`src/rtl/kv_ledger.sv`:
```
// kv_ledger: account table holding up to DEPTH key/balance entries.
// Commands (query/create/credit/debit) arrive over a valid/ready handshake.
// The table is searched one entry per cycle and each command gets exactly
// one status/balance response over a second valid/ready handshake.
// The per-entry compare is registered before the search decision is taken,
// so the search loop runs as a two-stage pipeline (issue, then decide).
module kv_ledger #(
  parameter int DEPTH = 16,
  parameter int CW    = $clog2(DEPTH + 1)
) (
  input  logic          tick_in,
  input  logic          rst,
  input  logic          cmd_valid,
  output logic          cmd_ready,
  input  logic [1:0]    cmd_op,
  input  logic [31:0]   cmd_key,
  input  logic [31:0]   cmd_value,
  output logic          rsp_valid,
  input  logic          rsp_ready,
  output logic [2:0]    rsp_status,
  output logic [31:0]   rsp_key,
  output logic [31:0]   rsp_balance,
  output logic [CW-1:0] count
);

  localparam int IW = (DEPTH > 1) ? $clog2(DEPTH) : 1;

  localparam logic [1:0] ST_IDLE   = 2'd0;
  localparam logic [1:0] ST_SEARCH = 2'd1;
  localparam logic [1:0] ST_EXEC   = 2'd2;
  localparam logic [1:0] ST_RESP   = 2'd3;

  localparam logic [1:0] OP_QUERY  = 2'd0;
  localparam logic [1:0] OP_CREATE = 2'd1;
  localparam logic [1:0] OP_CREDIT = 2'd2;
  localparam logic [1:0] OP_DEBIT  = 2'd3;

  localparam logic [2:0] RS_OK           = 3'd0;
  localparam logic [2:0] RS_DUP_KEY      = 3'd1;
  localparam logic [2:0] RS_NOT_FOUND    = 3'd2;
  localparam logic [2:0] RS_FULL         = 3'd3;
  localparam logic [2:0] RS_INSUFFICIENT = 3'd4;
  localparam logic [2:0] RS_OVERFLOW     = 3'd5;

  logic [1:0]    state;

  // Latched command
  logic [1:0]    op_q;
  logic [31:0]   key_q;
  logic [31:0]   value_q;

  // Search pipeline: idx is the entry being issued, chk_* is the registered
  // result of the previous issue that the decision stage looks at.
  logic [CW-1:0] idx;
  logic          chk_valid;
  logic          chk_hit;
  logic          chk_last;
  logic [IW-1:0] chk_idx;
  logic          found_q;
  logic [IW-1:0] hit_idx;

  // Table storage; count alone says which entries hold data.
  logic [31:0]   tbl_key [DEPTH];
  logic [31:0]   tbl_bal [DEPTH];

  logic          issue_hit;
  logic          issue_last;
  logic          search_done;
  logic [31:0]   cur_bal;
  logic [32:0]   sum33;
  logic [2:0]    ex_status;
  logic [31:0]   ex_bal;
  logic          wr_en;
  logic [IW-1:0] wr_idx;
  logic [31:0]   wr_bal;
  logic          cnt_inc;

  assign cmd_ready = (state == ST_IDLE);
  assign rsp_valid = (state == ST_RESP);

  // Compare stage: never looks at an entry at or beyond count.
  always_comb begin
    // NOTE: every combinational output gets a default first so no path leaves it unassigned (which would infer a latch).
    issue_last = 1'b0;
    issue_hit  = 1'b0;
    if (count == '0) begin
      issue_last = 1'b1;
    end else begin
      issue_last = (idx == count - CW'(1));
      issue_hit  = (tbl_key[idx[IW-1:0]] == key_q);
    end
  end

  assign search_done = chk_valid && (chk_hit || chk_last);

  assign cur_bal = tbl_bal[hit_idx];
  assign sum33   = {1'b0, cur_bal} + {1'b0, value_q};

  // Execute stage: status, response balance and the single table write.
  always_comb begin
    ex_status = RS_OK;
    ex_bal    = '0;
    wr_en     = 1'b0;
    wr_idx    = hit_idx;
    wr_bal    = '0;
    cnt_inc   = 1'b0;
    case (op_q)
      OP_CREATE: begin
        if (found_q) begin
          ex_status = RS_DUP_KEY;
          ex_bal    = cur_bal;
        end else if (count == CW'(DEPTH)) begin
          ex_status = RS_FULL;
        end else begin
          wr_en   = 1'b1;
          wr_idx  = count[IW-1:0];
          wr_bal  = value_q;
          cnt_inc = 1'b1;
          ex_bal  = value_q;
        end
      end
      OP_CREDIT: begin
        if (!found_q) begin
          ex_status = RS_NOT_FOUND;
        end else if (sum33[32]) begin
          ex_status = RS_OVERFLOW;
          ex_bal    = cur_bal;
        end else begin
          wr_en  = 1'b1;
          wr_bal = sum33[31:0];
          ex_bal = sum33[31:0];
        end
      end
      OP_DEBIT: begin
        if (!found_q) begin
          ex_status = RS_NOT_FOUND;
        end else if (value_q > cur_bal) begin
          ex_status = RS_INSUFFICIENT;
          ex_bal    = cur_bal;
        end else begin
          wr_en  = 1'b1;
          wr_bal = cur_bal - value_q;
          ex_bal = cur_bal - value_q;
        end
      end
      default: begin // OP_QUERY
        if (found_q) begin
          ex_bal = cur_bal;
        end else begin
          ex_status = RS_NOT_FOUND;
        end
      end
    endcase
  end

  // Control FSM, search pointer, count and response registers.
  always_ff @(posedge tick_in) begin
    // NOTE: sequential state uses non-blocking assignments so every register samples pre-edge values.
    if (rst) begin
      state       <= ST_IDLE;
      idx         <= '0;
      chk_valid   <= 1'b0;
      count       <= '0;
      rsp_status  <= RS_OK;
      rsp_key     <= '0;
      rsp_balance <= '0;
    end else begin
      case (state)
        ST_IDLE: begin
          if (cmd_valid) begin
            idx       <= '0;
            chk_valid <= 1'b0;
            state     <= ST_SEARCH;
          end
        end
        ST_SEARCH: begin
          if (search_done) begin
            state <= ST_EXEC;
          end else begin
            chk_valid <= 1'b1;
            idx       <= idx + CW'(1);
          end
        end
        ST_EXEC: begin
          rsp_status  <= ex_status;
          rsp_balance <= ex_bal;
          rsp_key     <= key_q;
          if (cnt_inc) count <= count + CW'(1);
          state <= ST_RESP;
        end
        default: begin // ST_RESP
          if (rsp_ready) state <= ST_IDLE;
        end
      endcase
    end
  end

  // Datapath registers: command latch and search results, no reset needed.
  always_ff @(posedge tick_in) begin
    if (state == ST_IDLE && cmd_valid) begin
      op_q    <= cmd_op;
      key_q   <= cmd_key;
      value_q <= cmd_value;
    end
    if (state == ST_SEARCH) begin
      if (search_done) begin
        found_q <= chk_hit;
        hit_idx <= chk_idx;
      end else begin
        chk_hit  <= issue_hit;
        chk_last <= issue_last;
        chk_idx  <= idx[IW-1:0];
      end
    end
  end

  // Table write; suppressed when reset lands in the EXEC cycle.
  always_ff @(posedge tick_in) begin
    // NOTE: the table array is deliberately not reset; count marks valid entries, so storage can map to plain RAM.
    if (state == ST_EXEC && wr_en && !rst) begin
      tbl_key[wr_idx] <= key_q;
      tbl_bal[wr_idx] <= wr_bal;
    end
  end

endmodule

```
`config.mk`:
```
export PLATFORM = sky130hd
export DESIGN_NAME = kv_ledger
export DESIGN_NICKNAME = d
export VERILOG_FILES = /design/src/rtl/kv_ledger.sv
export SDC_FILE = /design/constraint.sdc
export NUM_CORES = 1
export LEC_CHECK = 0
export CELL_PAD_IN_SITES_DETAIL_PLACEMENT = 1
export CELL_PAD_IN_SITES_GLOBAL_PLACEMENT = 2
export CORE_UTILIZATION = 25
export DETAILED_ROUTE_END_ITERATION = 7
export DONT_BUFFER_PORTS = 1
export PLACE_DENSITY_LB_ADDON = 0.1
export SLEW_MARGIN = 20
export SYNTH_ARGS = -nofsm -noshare
export SYNTH_HDL_FRONTEND = slang
export SYNTH_SLANG_ARGS = --single-unit
export TNS_END_PERCENT = 20
```
`constraint.sdc`:
```
create_clock -name tick_in -period 10.5 [get_ports tick_in]
set_clock_uncertainty 0.05 [all_clocks]
set_input_delay 0.525 -clock tick_in [delete_from_list [all_inputs] [get_ports tick_in]]
set_output_delay 0.525 -clock tick_in [all_outputs]
set_load 0.01 [all_outputs]
```
==> run metrics <==
Rel. slew slack=approximately 25%; area delta synth->final=18.6%; routed wire length=between 150,000 and 200,000 µm; crit path capture type=flip-flop; wire per inst=between 20 and 30 µm; Critical Path Sink=tbl_bal[12][8]; largest net degree at the start of global routing=65; r2r endpoint=tbl_bal[12][8]; largest fanout on the critical path=35; Mapped Cells=2,625; Worst Path Arrival=8020 ps; NumNets Final=2,927; Post-synth EDFFs=~1,100; drt first pass iters=5; Syn Area/Cell=around 19 µm²; total net switching power=a little under 4 mW; via count=25,800; Total GRT Usage=approximately 16%; commonest non-fill, non-tap cells in the layout=edfxtp_1, mux4_2, clkbuf_16, nor2_1, nand2_1; Hold Path Depth=2; Sequential Power Share=~44%; post-CTS setup buffers=0; slew at the pin closest to its max-slew limit=between 1000 and 1500 ps; post-synthesis cell area=roughly 49,000 µm²; post-route minimum period=roughly 7700 ps; Reg clk slew, reported paths=60 ps; Setup Viol. Count Final=0; unrepaired setup endpoints after global routing=no; final period utilization=between 70% and 80%; DRC viols=0; kind of critical path=flip-flop to flip-flop; Async S/R FF share, synth=0%; maxcap violations=0; total CTS buffers=around 140; # H-tree levels=4; die width=approximately 450 µm; initial DRC count=1,560; hold_buf cts=67; total core area=just under 200,000 µm²; Worst path max stage delay=between 800 and 900 ps; clock buffer depth=3; Starting Density=25.2%; Internal Power=9.54 mW; layout cells sized above 1=a little under a quarter; CTS tree=done; Comb pwr share=a little under a fifth; CP Data Required Time=10,830 ps; post-DP HPWL=95,000 µm; synth warn=0; crit path max-delay cell type=dfxtp_4; power per cell area=roughly 230 nW/µm²; Die Span Y=approximately 450 µm; Slew Limit Fails=0; Top FF cell, synth=edfxtp_1; initial antenna violation count=4; post-cts sizing count=0; register area share after synthesis=a little over two thirds; CTS Root Buffer Type=clkbuf_16; VDD IR max=166 µV; number of global-route vias before repair=around 28,000; # IOs=around 140; Site Rows=between 150 and 200; R2R setup slack=2810 ps; status=complete, no violations; via/cell ratio=4.66; Setup TNS=0 ps; Syn Nets=2,771; clock latency on the worst-skew pair=790 ps; Clock Sinks=about 1,200; Port Buffer Count=0; library cells used by synthesis=89; Fin. Hold Viols=0; P_leak=between 15 and 20 nW; CP Cell Sequence=buf_12 > buf_4 > mux4_2 > mux4_2 > ha_1 > nand2_1 > or3_1 > o21ai_0 > o31ai_1 > o22ai_1 > nand3_1 > nor2_4 > buf_4; synthesized flop and latch total=approximately 1,200; switch share=29.3%; commonest non-fill, non-tap cell in the layout=edfxtp_1; antenna-violating nets left=0; first-pass GRT wire length=roughly 220,000 µm; fmax=roughly 0.13 GHz; Die ar.=a little under 200,000 µm²; gp weighted congestion=0.783; startpoint class of the critical path=flip-flop; clock share of power=a little under two fifths; worst min-delay path class=input port to flip-flop; hold slack=roughly 39 ps; reg2reg path depth=13; total gr overflow=0
-- registers in the layout, indices dropped and copies added (netlist names), named ones only --
signal,count
rsp_balance,32
op_q,2
chk_valid,1
idx,5
tbl_bal,512
key_q,32
chk_last,1
found_q,1
chk_hit,1
state,2
rsp_status,3
count,5
hit_idx,4
value_q,32
chk_idx,4
rsp_key,32
tbl_key,512
-- final cells by class --
cell class	instances	area, µm²
well taps	2624	3280
flip-flops and latches	1189	34800
inverters	74	278
multi-input cells	1231	13700
clock buffers	201	3960
clock inverters	64	835
repair buffers	141	1440
diodes	3	7.51
fillers	19800	137000
-- power groups by stage --
stage	combinational, mW	sequential [mW]	clock [mW]
CTS	2.56	6.01	5.21
floorplan	1.60	5.95	0
detailed placement	2.52	6.10	0
global route	2.72	6.02	5.36
global placement	2.49	6.10	0
finish	2.49	5.98	5.04
-- metal layers --
metal | GRT usage, % | share of wire, % | vias to the layer above
met5 | 0 | 0 | -
met4 | 3.86 | 1.9 | 0
met3 | 2.51 | 3.2 | 167
met2 | 28.2 | 52 | 461
met1 | 20.2 | 43 | 14100
li1 | - | - | 11100
-- stage by stage --
step | power [mW] | instance area, µm² | std cells | setup slack (ps) | util [%]
finish | 13.5 | 58300 | 5527 | 2810 | 29.9
global placement | 8.59 | 52800 | 5191 | 2650 | 27.1
CTS | 13.8 | 58300 | 5524 | 2620 | 29.9
floorplan | 7.55 | 49200 | 2625 | 2990 | -
global route | 14.1 | 58300 | 5525 | 2170 | 29.9
detailed placement | 8.63 | 52800 | 5192 | 2670 | 27.1
-- synth_stat cells, types with 16 or more instances --
master | number | area (µm²)
nand3_1 | 25 | 125
dfxtp_1 | 88 | 1760
xor2_1 | 35 | 307
nor2_1 | 120 | 450
buf_1 | 30 | 113
nand2b_1 | 21 | 131
nor2b_1 | 19 | 119
nand2_1 | 102 | 383
a21oi_1 | 77 | 385
mux4_2 | 319 | 7180
a211oi_1 | 16 | 120
edfxtp_1 | 1101 | 33100
o21ai_0 | 57 | 285
inv_1 | 74 | 278
xnor2_1 | 19 | 166
buf_2 | 22 | 110
ha_1 | 74 | 926
clkbuf_1 | 70 | 263
nor3_1 | 28 | 140
mux2i_1 | 42 | 420
a21o_1 | 17 | 128
-- kinds of logic after synthesis --
group	Yosys count	share of synthesized area [%]
xor gates and xnor gates	54	0.962
DFF	1189	70.8
adders and majority gates	76	1.96
muxes	367	15.6
and+or+nand+nor	398	3.95
buffers and inverters	205	1.73
AOI/OAI and AO/OA	336	4.97
-- critical path, delay by kind of cell (launching register included) --
kind / cells / cell delay, ps
AO/OA/AOI/OAI: 3 / 1090
adder cells (fa/ha/maj): 1 / 700
buffers and inverters: 3 / 1560
flip-flops: 1 / 850
multiplexers: 2 / 1090
AND/OR/NAND/NOR: 4 / 1710
-- how the worst min path moves through the flow --
stage | from | slack [ps] | end
after floorplan | chk_idx[0] | 370 | hit_idx[0]
after global placement | chk_idx[1] | 390 | hit_idx[1]
after detailed placement | chk_idx[1] | 390 | hit_idx[1]
after CTS | rsp_ready | 5 | state[0]
after global routing | rst | 20 | rsp_key[23]
final | rst | 40 | count[0]
(Power assumes the default switching activity.)
